### config.mk
export PLATFORM = sky130hd
export DESIGN_NAME = lb_host_bridge_flat
export DESIGN_NICKNAME = d
export VERILOG_FILES = /design/src/rtl/lb_host_bridge_if.sv /design/src/rtl/lb_host_bridge.sv /design/src/flat_wrapper.sv
export SDC_FILE = /design/constraint.sdc
export NUM_CORES = 1
export LEC_CHECK = 0
export BUFFER_PORTS_ARGS = -buffer_cell sky130_fd_sc_hd__buf_2
export CAP_MARGIN = 40
export CORE_MARGIN = 2
export CORE_UTILIZATION = 43
export CTS_BUF_LIST = sky130_fd_sc_hd__clkbuf_16
export DETAILED_ROUTE_END_ITERATION = 16
export PLACE_DENSITY = 0.76
export SLEW_MARGIN = 20
export SYNTH_ARGS = -nofsm -noshare
export SYNTH_HDL_FRONTEND = slang
export SYNTH_SLANG_ARGS = --single-unit
### constraint.sdc
create_clock -name clk -period 3.05 [get_ports clk]
set_input_delay 0.305 -clock clk [delete_from_list [all_inputs] [get_ports clk]]
set_output_delay 0.305 -clock clk [all_outputs]
set_load 0.01 [all_outputs]
### src/rtl/lb_host_bridge_if.sv
// lb_host_bridge_if: groups the bridge's Avalon-MM slave signals and its
// local-bus master signals into one bundle.
// The "slave" modport is the bridge's view of the bundle.
// The "master" modport is the view of the host and cortex around it.
interface lb_host_bridge_if #(
  parameter int LB_DATA_W = 32,
  parameter int LB_ADDR_W = 16
);
  // Avalon-MM host side
  logic [LB_ADDR_W-1:0] avs_address;
  logic                 avs_read;
  logic                 avs_write;
  logic [LB_DATA_W-1:0] avs_writedata;
  logic                 avs_waitrequest;
  logic                 avs_readdatavalid;
  logic [LB_DATA_W-1:0] avs_readdata;

  // cortex local-bus side
  logic                 lb_wr_en;
  logic                 lb_rd_en;
  logic [LB_ADDR_W-1:0] lb_addr;
  logic [LB_DATA_W-1:0] lb_wr_data;
  logic                 lb_wr_valid;
  logic                 lb_rd_valid;
  logic [LB_DATA_W-1:0] lb_rd_data;

  modport slave (
    input  avs_address, avs_read, avs_write, avs_writedata,
    input  lb_wr_valid, lb_rd_valid, lb_rd_data,
    output avs_waitrequest, avs_readdatavalid, avs_readdata,
    output lb_wr_en, lb_rd_en, lb_addr, lb_wr_data
  );

  modport master (
    output avs_address, avs_read, avs_write, avs_writedata,
    output lb_wr_valid, lb_rd_valid, lb_rd_data,
    input  avs_waitrequest, avs_readdatavalid, avs_readdata,
    input  lb_wr_en, lb_rd_en, lb_addr, lb_wr_data
  );
endinterface

### src/rtl/lb_host_bridge.sv
// lb_host_bridge: Avalon-MM slave to cortex local-bus master bridge.
// Each accepted host read or write is replayed as a one-cycle lb_rd_en or
// lb_wr_en strobe. The bridge then waits for the matching valid. A bounded
// wait keeps the host from hanging on dead or unmapped blocks.
// Optional feature: define LB_HOST_BRIDGE_TOUT_CNT_EN to build the
// saturating timeout counter on tout_cnt. Without that macro, tout_cnt is
// tied to 0.
module lb_host_bridge #(
  parameter int                   LB_DATA_W        = 32,
  parameter int                   LB_ADDR_W        = 16,
  parameter int                   TIMEOUT_CYCLES   = 64,
  parameter logic [LB_DATA_W-1:0] DEFAULT_DATA_VAL = 'hdeadbabe
) (
  input  logic                  clk,
  input  logic                  rst,
  lb_host_bridge_if.slave       bus,
  output logic [15:0]           tout_cnt
);

  typedef enum logic [1:0] {
    IDLE    = 2'd0,
    WR_WAIT = 2'd1,
    RD_WAIT = 2'd2,
    RD_RESP = 2'd3
  } state_t;

  localparam logic [15:0] TOUT_LAST = 16'(TIMEOUT_CYCLES - 1);

  state_t      state;
  logic [15:0] wait_cnt;
  logic        timeout_hit;

  assign timeout_hit = (wait_cnt == TOUT_LAST);

  // Host is only accepted in IDLE, so waitrequest is a pure state decode
  assign bus.avs_waitrequest = (state != IDLE);

  // Main FSM: accept, strobe the local bus, wait for valid or timeout, respond
  always_ff @(posedge clk or posedge rst) begin
    if (rst) begin
      state                 <= IDLE;
      wait_cnt              <= '0;
      bus.lb_wr_en          <= 1'b0;
      bus.lb_rd_en          <= 1'b0;
      bus.lb_addr           <= '0;
      bus.lb_wr_data        <= '0;
      bus.avs_readdatavalid <= 1'b0;
      bus.avs_readdata      <= '0;
    end else begin
      bus.lb_wr_en          <= 1'b0;
      bus.lb_rd_en          <= 1'b0;
      bus.avs_readdatavalid <= 1'b0;
      case (state)
        IDLE: begin
          wait_cnt <= '0;
          if (bus.avs_write) begin
            bus.lb_addr    <= bus.avs_address;
            bus.lb_wr_data <= bus.avs_writedata;
            bus.lb_wr_en   <= 1'b1;
            state          <= WR_WAIT;
          end else if (bus.avs_read) begin
            bus.lb_addr  <= bus.avs_address;
            bus.lb_rd_en <= 1'b1;
            state        <= RD_WAIT;
          end
        end
        WR_WAIT: begin
          if (bus.lb_wr_valid || timeout_hit) begin
            state <= IDLE;
          end else if (wait_cnt != 16'hFFFF) begin
            wait_cnt <= wait_cnt + 16'd1;
          end
        end
        RD_WAIT: begin
          if (bus.lb_rd_valid) begin
            bus.avs_readdata      <= bus.lb_rd_data;
            bus.avs_readdatavalid <= 1'b1;
            state                 <= RD_RESP;
          end else if (timeout_hit) begin
            bus.avs_readdata      <= DEFAULT_DATA_VAL;
            bus.avs_readdatavalid <= 1'b1;
            state                 <= RD_RESP;
          end else if (wait_cnt != 16'hFFFF) begin
            wait_cnt <= wait_cnt + 16'd1;
          end
        end
        RD_RESP: begin
          state <= IDLE;
        end
        default: begin
          state <= IDLE;
        end
      endcase
    end
  end

`ifdef LB_HOST_BRIDGE_TOUT_CNT_EN
  logic tout_evt;

  // A valid arriving in the timeout cycle wins, so it does not count here
  assign tout_evt = timeout_hit &&
                    (((state == WR_WAIT) && !bus.lb_wr_valid) ||
                     ((state == RD_WAIT) && !bus.lb_rd_valid));

  // Saturating count of timeouts, cleared only by reset
  always_ff @(posedge clk or posedge rst) begin
    if (rst) begin
      tout_cnt <= '0;
    end else if (tout_evt && (tout_cnt != 16'hFFFF)) begin
      tout_cnt <= tout_cnt + 16'd1;
    end
  end
`else
  assign tout_cnt = 16'd0;
`endif

endmodule

### src/flat_wrapper.sv
// flat-port wrapper written by rule: the top's interface ports become plain ports
module lb_host_bridge_flat 
#(
  parameter int                   LB_DATA_W        = 32,
  parameter int                   LB_ADDR_W        = 16,
  parameter int                   TIMEOUT_CYCLES   = 64,
  parameter logic [LB_DATA_W-1:0] DEFAULT_DATA_VAL = 'hdeadbabe
)
  (clk, rst, tout_cnt, bus_avs_address, bus_avs_read, bus_avs_write, bus_avs_writedata, bus_lb_wr_valid, bus_lb_rd_valid, bus_lb_rd_data, bus_avs_waitrequest, bus_avs_readdatavalid, bus_avs_readdata, bus_lb_wr_en, bus_lb_rd_en, bus_lb_addr, bus_lb_wr_data);
  lb_host_bridge_if #(.LB_DATA_W(LB_DATA_W), .LB_ADDR_W(LB_ADDR_W)) bus_i ();
  input  logic clk;
  input  logic rst;
  output logic [15:0] tout_cnt;
  input wire logic [$bits(bus_i.avs_address)-1:0] bus_avs_address;
  input wire logic [$bits(bus_i.avs_read)-1:0] bus_avs_read;
  input wire logic [$bits(bus_i.avs_write)-1:0] bus_avs_write;
  input wire logic [$bits(bus_i.avs_writedata)-1:0] bus_avs_writedata;
  input wire logic [$bits(bus_i.lb_wr_valid)-1:0] bus_lb_wr_valid;
  input wire logic [$bits(bus_i.lb_rd_valid)-1:0] bus_lb_rd_valid;
  input wire logic [$bits(bus_i.lb_rd_data)-1:0] bus_lb_rd_data;
  output wire logic [$bits(bus_i.avs_waitrequest)-1:0] bus_avs_waitrequest;
  output wire logic [$bits(bus_i.avs_readdatavalid)-1:0] bus_avs_readdatavalid;
  output wire logic [$bits(bus_i.avs_readdata)-1:0] bus_avs_readdata;
  output wire logic [$bits(bus_i.lb_wr_en)-1:0] bus_lb_wr_en;
  output wire logic [$bits(bus_i.lb_rd_en)-1:0] bus_lb_rd_en;
  output wire logic [$bits(bus_i.lb_addr)-1:0] bus_lb_addr;
  output wire logic [$bits(bus_i.lb_wr_data)-1:0] bus_lb_wr_data;
  assign bus_i.avs_address = bus_avs_address;
  assign bus_i.avs_read = bus_avs_read;
  assign bus_i.avs_write = bus_avs_write;
  assign bus_i.avs_writedata = bus_avs_writedata;
  assign bus_i.lb_wr_valid = bus_lb_wr_valid;
  assign bus_i.lb_rd_valid = bus_lb_rd_valid;
  assign bus_i.lb_rd_data = bus_lb_rd_data;
  assign bus_avs_waitrequest = bus_i.avs_waitrequest;
  assign bus_avs_readdatavalid = bus_i.avs_readdatavalid;
  assign bus_avs_readdata = bus_i.avs_readdata;
  assign bus_lb_wr_en = bus_i.lb_wr_en;
  assign bus_lb_rd_en = bus_i.lb_rd_en;
  assign bus_lb_addr = bus_i.lb_addr;
  assign bus_lb_wr_data = bus_i.lb_wr_data;
  lb_host_bridge #(.LB_DATA_W(LB_DATA_W), .LB_ADDR_W(LB_ADDR_W), .TIMEOUT_CYCLES(TIMEOUT_CYCLES), .DEFAULT_DATA_VAL(DEFAULT_DATA_VAL)) u_core (.clk(clk), .rst(rst), .bus(bus_i), .tout_cnt(tout_cnt));
endmodule
======== Word level (Yosys, flattened, before mapping) ========
Index checks and enable logic that the tools add are counted.
cells by class
  $add $sub $neg .......................... 1
  equality and inequality tests ........... 11
  mux-type cells .......................... 23
  reductions and logical operators ........ 11
operators with widths
  kind                                                                     count
  16-bit two-way mux                                                       6
  32-bit two-way mux                                                       2
  16-bit one-hot mux with 3 select lines                                   1
  16-bit by 1-bit adder with 16-bit output (second input constant)         1
  16-bit by 6-bit equality test with 1-bit output (second input constant)  1
  16-bit != test (second input constant)                                   1
  2-bit two-way mux                                                        5
  1-bit two-way mux                                                        8
  2-bit one-hot mux with 4 select lines                                    1
  2-bit != test (second input constant)                                    3
  2-bit AND reduction                                                      3
  2-bit nonzero test                                                       3
  2-bit equality test (second input constant)                              2
  4-bit AND reduction                                                      1
  3-bit by 2-bit != test with 1-bit output (second input constant)         1
  3-bit != test (second input constant)                                    1
  3-bit AND reduction                                                      1
  3-bit nonzero test                                                       1
  2-bit by 1-bit equality test with 1-bit output (second input constant)   1
  2-bit logical NOT                                                        1
  2-bit by 1-bit != test with 1-bit output (second input constant)         1
  1-bit logical OR                                                         1
word-level totals
  register bits ........................... 101
  input port bits ......................... 86
  output and inout port bits .............. 100
  word-level logic and storage cells ...... 54

======== Logic depth before layout (Yosys ltp) ========
  word-level depth ........................ 5
  depth in mapped cells ................... 8
  gate-level depth less buffers ........... 7

======== Least setup slack after synthesis ========
OpenSTA, ideal clock, no wires.
  kind .................................... flip-flop to flip-flop
  start point ............................. register u_core.state[0]
  end point ............................... register u_core.wait_cnt[10]
  setup time .............................. 0.110 ns
  data arrival time ....................... 1.811 ns
  required time ........................... 2.940 ns
  path slack .............................. 1.129 ns
  stages on the path, launching flop included .. 9
  buffers on the path ..................... 1
  clock period less this slack ............ 1.921 ns
  path through ............................ dfrtp_1 > inv_1 > ha_1 > and2_1 > a211oi_2 > o21ai_1 > buf_2 > or2_2 > o41ai_1
on the way
  longest elaborated chain between the ends .. 3
  elaborated cells on any way between the ends .. 9
  those cells by class .................... 5 x eq/ne; 1 x mux; 3 x reduce/logical
ends and longest elaborated chain
  what                                                                  line                  source
  start: declaration                                                    lb_host_bridge.sv:29  state_t state;
  start signal: assignment                                              lb_host_bridge.sv:41  state <= IDLE;
  start signal: assignment                                              lb_host_bridge.sv:60  state <= WR_WAIT;
  start signal: assignment                                              lb_host_bridge.sv:64  state <= RD_WAIT;
  2-bit equality test, or another cell as far along                     lb_host_bridge.sv:53  case (state)
  2-bit != test (no line) / 3-bit nonzero test (equally long branches)  n/a
  4-bit AND reduction (no line)                                         n/a
  end signal: assignment                                                lb_host_bridge.sv:71  wait_cnt <= wait_cnt + 16'd1;
  end signal: assignment                                                lb_host_bridge.sv:84  wait_cnt <= wait_cnt + 16'd1;
  end: declaration                                                      lb_host_bridge.sv:30  logic [15:0] wait_cnt;
Several ways; a longest one is shown, not always the timed one.
A chain may end at the register's enable or synchronous reset.

======== Worst setup path in the final report ========
  start point ............................. register u_core.state[0]
  end point ............................... register u_core.wait_cnt[13]
The elaborated chain is that of the path after synthesis.

==> impl_metrics.yaml <==
clocking:
  cts.path.max_buffers: 2
  cts-buffers-inserted: 9
  cts-htree-levels: 3
  ctsRootBufferMaster: "sky130_fd_sc_hd__clkbuf_16"
  clk-insertion-delay-late_ps: 340
  clk_pin_slew_worst_paths_ps: 70
  cts_post_setup_buffers_inserted: 0
  cts_tree: "built"
  post_cts.resized_instances: 0
  cts_sink_count: 101
  cts_hold_repair.buffers: 0
floorplanning:
  num_rows: 36
  starting_density_of_the_core_pct: 44.1
  floorplan.die_area_sq_um: 10800
  io-pin-count: 186
  floorplan.die.height_microns: 104
  core_area_sq_um: 9770
  die_width_microns: 104
sta:
  max_freq_mhz: 420
  fin_ws_ps: 670
  rsz0062_at_grt: "false"
  worst-slew-pin-transition_ps: 744
  report.final.hold_viol_count: 4
  timing_max_transition_violations_final: 0
  slew_headroom_pct: 50.3
  fin_hold_ws_ps: -9.33
  finalWorstPathRequiredPeriod_ps: 2380
  fin_worst_skew_ps: 8.82
  tns_ps: 0
  final_min_period_over_clock_period_pct: 78.0
  finalSetupViolations: 0
worst_setup_path:
  worstSetupStartpoint: "u_core.state[0]$_DFFE_PP0P_"
  r2r_start: "u_core.state[0]$_DFFE_PP0P_"
  r2r_end: "u_core.wait_cnt[13]$_DFFE_PP0P_"
  crit_required_ps: 3290
  crit_path_max_fanout: 11
  path_class: "register to register"
  critPathLaunchType: "register"
  timing.critical_path.to: "u_core.wait_cnt[13]$_DFFE_PP0P_"
  timing.reg2reg.setup_slack_ps: 670
  crit_path_end_kind: "register"
  cp.arrival_ps: 2620
  reg2regPathDepth: 7
pwr:
  net-switching-power_mw: 2.01
  max-vdd-ir-drop_mv: 0.644
  sequential_share_of_power_pct: 38.6
  switching_share_of_power_pct: 34.9
  p_leak_nw: 2.70
  cellInternalPower_mw: 3.73
  power-per-cell-area_nw_per_um2: 1030
  share_comb_of_total_power_pct: 39.9
  clock_power_share_pct: 21.5
global_routing:
  antenna_found_initial: 0
  gr-total-overflow: 0
  grt_pass1_wl_microns: 16600
  maximum_number_of_pins_on_one_net_before_global_route_repair: 65
  grt_pass1_vias: 3330
  grt_usage_pct: 18.9
cells_and_area:
  drive_gt1_share_pct: 48.5
  final_util_pct: 56.9
  syn2layout_area_growth_pct: 28.9
  layout_cell_area_excl_fill_sq_um: 5560
  insertedDiodeCount: 0
  finish.net_count: 597
yosys:
  synth-edff-count: 0
  ys.flop_type: "sky130_fd_sc_hd__dfrtp_1"
  yosys.cell_count.top_type: "sky130_fd_sc_hd__dfrtp_1"
  syn_inst_count: 338
  post_synth_most_frequent_cells: "sky130_fd_sc_hd__dfrtp_1, sky130_fd_sc_hd__mux2_2, sky130_fd_sc_hd__o22a_1"
  synth_sequential_area_ratio_pct: 58.6
  fraction_of_registers_with_async_set_reset_pct: 100
  synth_area_per_cell_sq_um: 12.8
  post-synth-top-area-cell: "sky130_fd_sc_hd__dfrtp_1"
  ys_types: 38
  synth.top_cell.area_share_pct: 58.6
  synth_warnings: 0
  synth.area.top_cells: "sky130_fd_sc_hd__dfrtp_1, sky130_fd_sc_hd__mux2_2, sky130_fd_sc_hd__o22a_1"
  synth_seq_cells: 101
  syn_area_sq_um: 4310
detailed_routing:
  drt-total-wl_microns: 9810
  detail_route.vias_per_cell: 5.15
  dr_total_vias: 3317
  initialDrtViolationCount: 152
  dr.pass1.iters: 4
  wl_per_cell_microns: 15.2
  final_antenna_net_count: 0
  post-route-drc-count: 0
place:
  detailed_place_hpwl_microns: 7220
  detailedPlace.worstSlack_ps: 654
  dpl-instance-area_sq_um: 5240
  port_buffer_count: 169
  place.gp.congestion: 0.865
run_status:
  failed_checks: "hold timing"
  outcome: "finished, violations left"
hold_path:
  hold_class: "input pin to async pin"
flow_run:
  drv_cap: 0
==> layout make-up <==
type	instances	area (sq um)
tap	133	166
fill	824	4210
clock buffer	9	225
multi-input combinational	206	1590
timing repair buffer	174	893
inverter	14	55.1
sequential	101	2530
clock inverter	7	98.8
==> stage by stage <==
stage	total power [mW]	hold slack [ps]	cells
2_1_floorplan	3.67	411	353
5_1_grt	6.12	40.2	644
3_3_place_gp	4.45	367	627
3_5_place_dp	4.54	374	628
6_report	5.74	-9.33	644
4_1_cts	5.80	9.51	644
==> layer usage <==
metal	global-route usage, %	vias to the layer above	wire [microns]
li1	-	1537	-
met1	23.4	1623	4080
met2	31.2	150	4730
met3	6.83	7	895
met4	5.89	0	103
met5	0	-	0
==> worst min-delay path by stage <==
| stage | from | endpoint | slack (ps) |
|---|---|---|---|
| finish | rst | u_core.bus.lb_wr_data[2]$_DFFE_PP0P_ | -9 |
| global route | rst | u_core.bus.lb_wr_data[2]$_DFFE_PP0P_ | 40 |
| CTS | rst | u_core.bus.lb_wr_data[2]$_DFFE_PP0P_ | 10 |
| detailed placement | rst | u_core.bus.lb_wr_data[2]$_DFFE_PP0P_ | 370 |
| global placement | rst | u_core.bus.lb_wr_data[2]$_DFFE_PP0P_ | 370 |
| floorplan | bus_avs_read | u_core.bus.lb_rd_en$_DFF_PP0_ | 410 |
==> power by group through the flow <==
stage / Combinational, mW / Sequential (mW) / Clock, mW
3_5_place_dp: 2.31 / 2.23 / 0
3_3_place_gp: 2.25 / 2.20 / 0
4_1_cts: 2.32 / 2.21 / 1.27
5_1_grt: 2.51 / 2.28 / 1.32
2_1_floorplan: 1.19 / 2.48 / 0
6_report: 2.29 / 2.21 / 1.24
==> flip-flops by register name (all words and copies together) (netlist names) <==
| register | flops |
|---|---|
| u_core.bus.avs_readdata | 32 |
| u_core.bus.avs_readdatavalid | 1 |
| u_core.bus.lb_addr | 16 |
| u_core.bus.lb_rd_en | 1 |
| u_core.bus.lb_wr_data | 32 |
| u_core.bus.lb_wr_en | 1 |
| u_core.state | 2 |
| u_core.wait_cnt | 16 |
==> critical path, cell delays in order (launching register included) <==
cell	delay (ps)
sky130_fd_sc_hd__dfrtp_1	400
sky130_fd_sc_hd__inv_1	80
sky130_fd_sc_hd__ha_1	270
sky130_fd_sc_hd__and2_1	330
sky130_fd_sc_hd__a211oi_2	200
sky130_fd_sc_hd__o21ai_1	120
sky130_fd_sc_hd__or3_1	540
sky130_fd_sc_hd__o41ai_2	340
==> cells in the final DEF (no fill, tap or decap), types with 2 or more instances in the layout <==
master,instances
sky130_fd_sc_hd__a21oi_1,9
sky130_fd_sc_hd__a22o_1,11
sky130_fd_sc_hd__a31oi_1,3
sky130_fd_sc_hd__buf_2,170
sky130_fd_sc_hd__buf_4,3
sky130_fd_sc_hd__bufinv_16,2
sky130_fd_sc_hd__clkbuf_16,9
sky130_fd_sc_hd__clkinvlp_4,2
sky130_fd_sc_hd__conb_1,16
sky130_fd_sc_hd__dfrtp_1,101
sky130_fd_sc_hd__ha_1,5
sky130_fd_sc_hd__inv_1,14
sky130_fd_sc_hd__mux2_2,48
sky130_fd_sc_hd__nand2_1,10
sky130_fd_sc_hd__nand2b_1,3
sky130_fd_sc_hd__nand3_1,7
sky130_fd_sc_hd__nand4_1,2
sky130_fd_sc_hd__nand4_2,2
sky130_fd_sc_hd__nor2_1,11
sky130_fd_sc_hd__nor3_1,3
sky130_fd_sc_hd__nor4_1,5
sky130_fd_sc_hd__o21a_1,3
sky130_fd_sc_hd__o21ai_0,13
sky130_fd_sc_hd__o21ai_1,4
sky130_fd_sc_hd__o22a_1,24
sky130_fd_sc_hd__o31ai_1,12
sky130_fd_sc_hd__or2_2,3
==> logic make-up after synthesis <==
group           Yosys count  synth area share (%)
flops                   101                  58.6
compound gates           84                  14.5
simple gates             53                  7.05
mux                      48                  12.5
buf+inv                  46                  5.74
fa+ha+maj                 5                  1.45
other cells               1                0.0869
(Power assumes the default switching activity.)
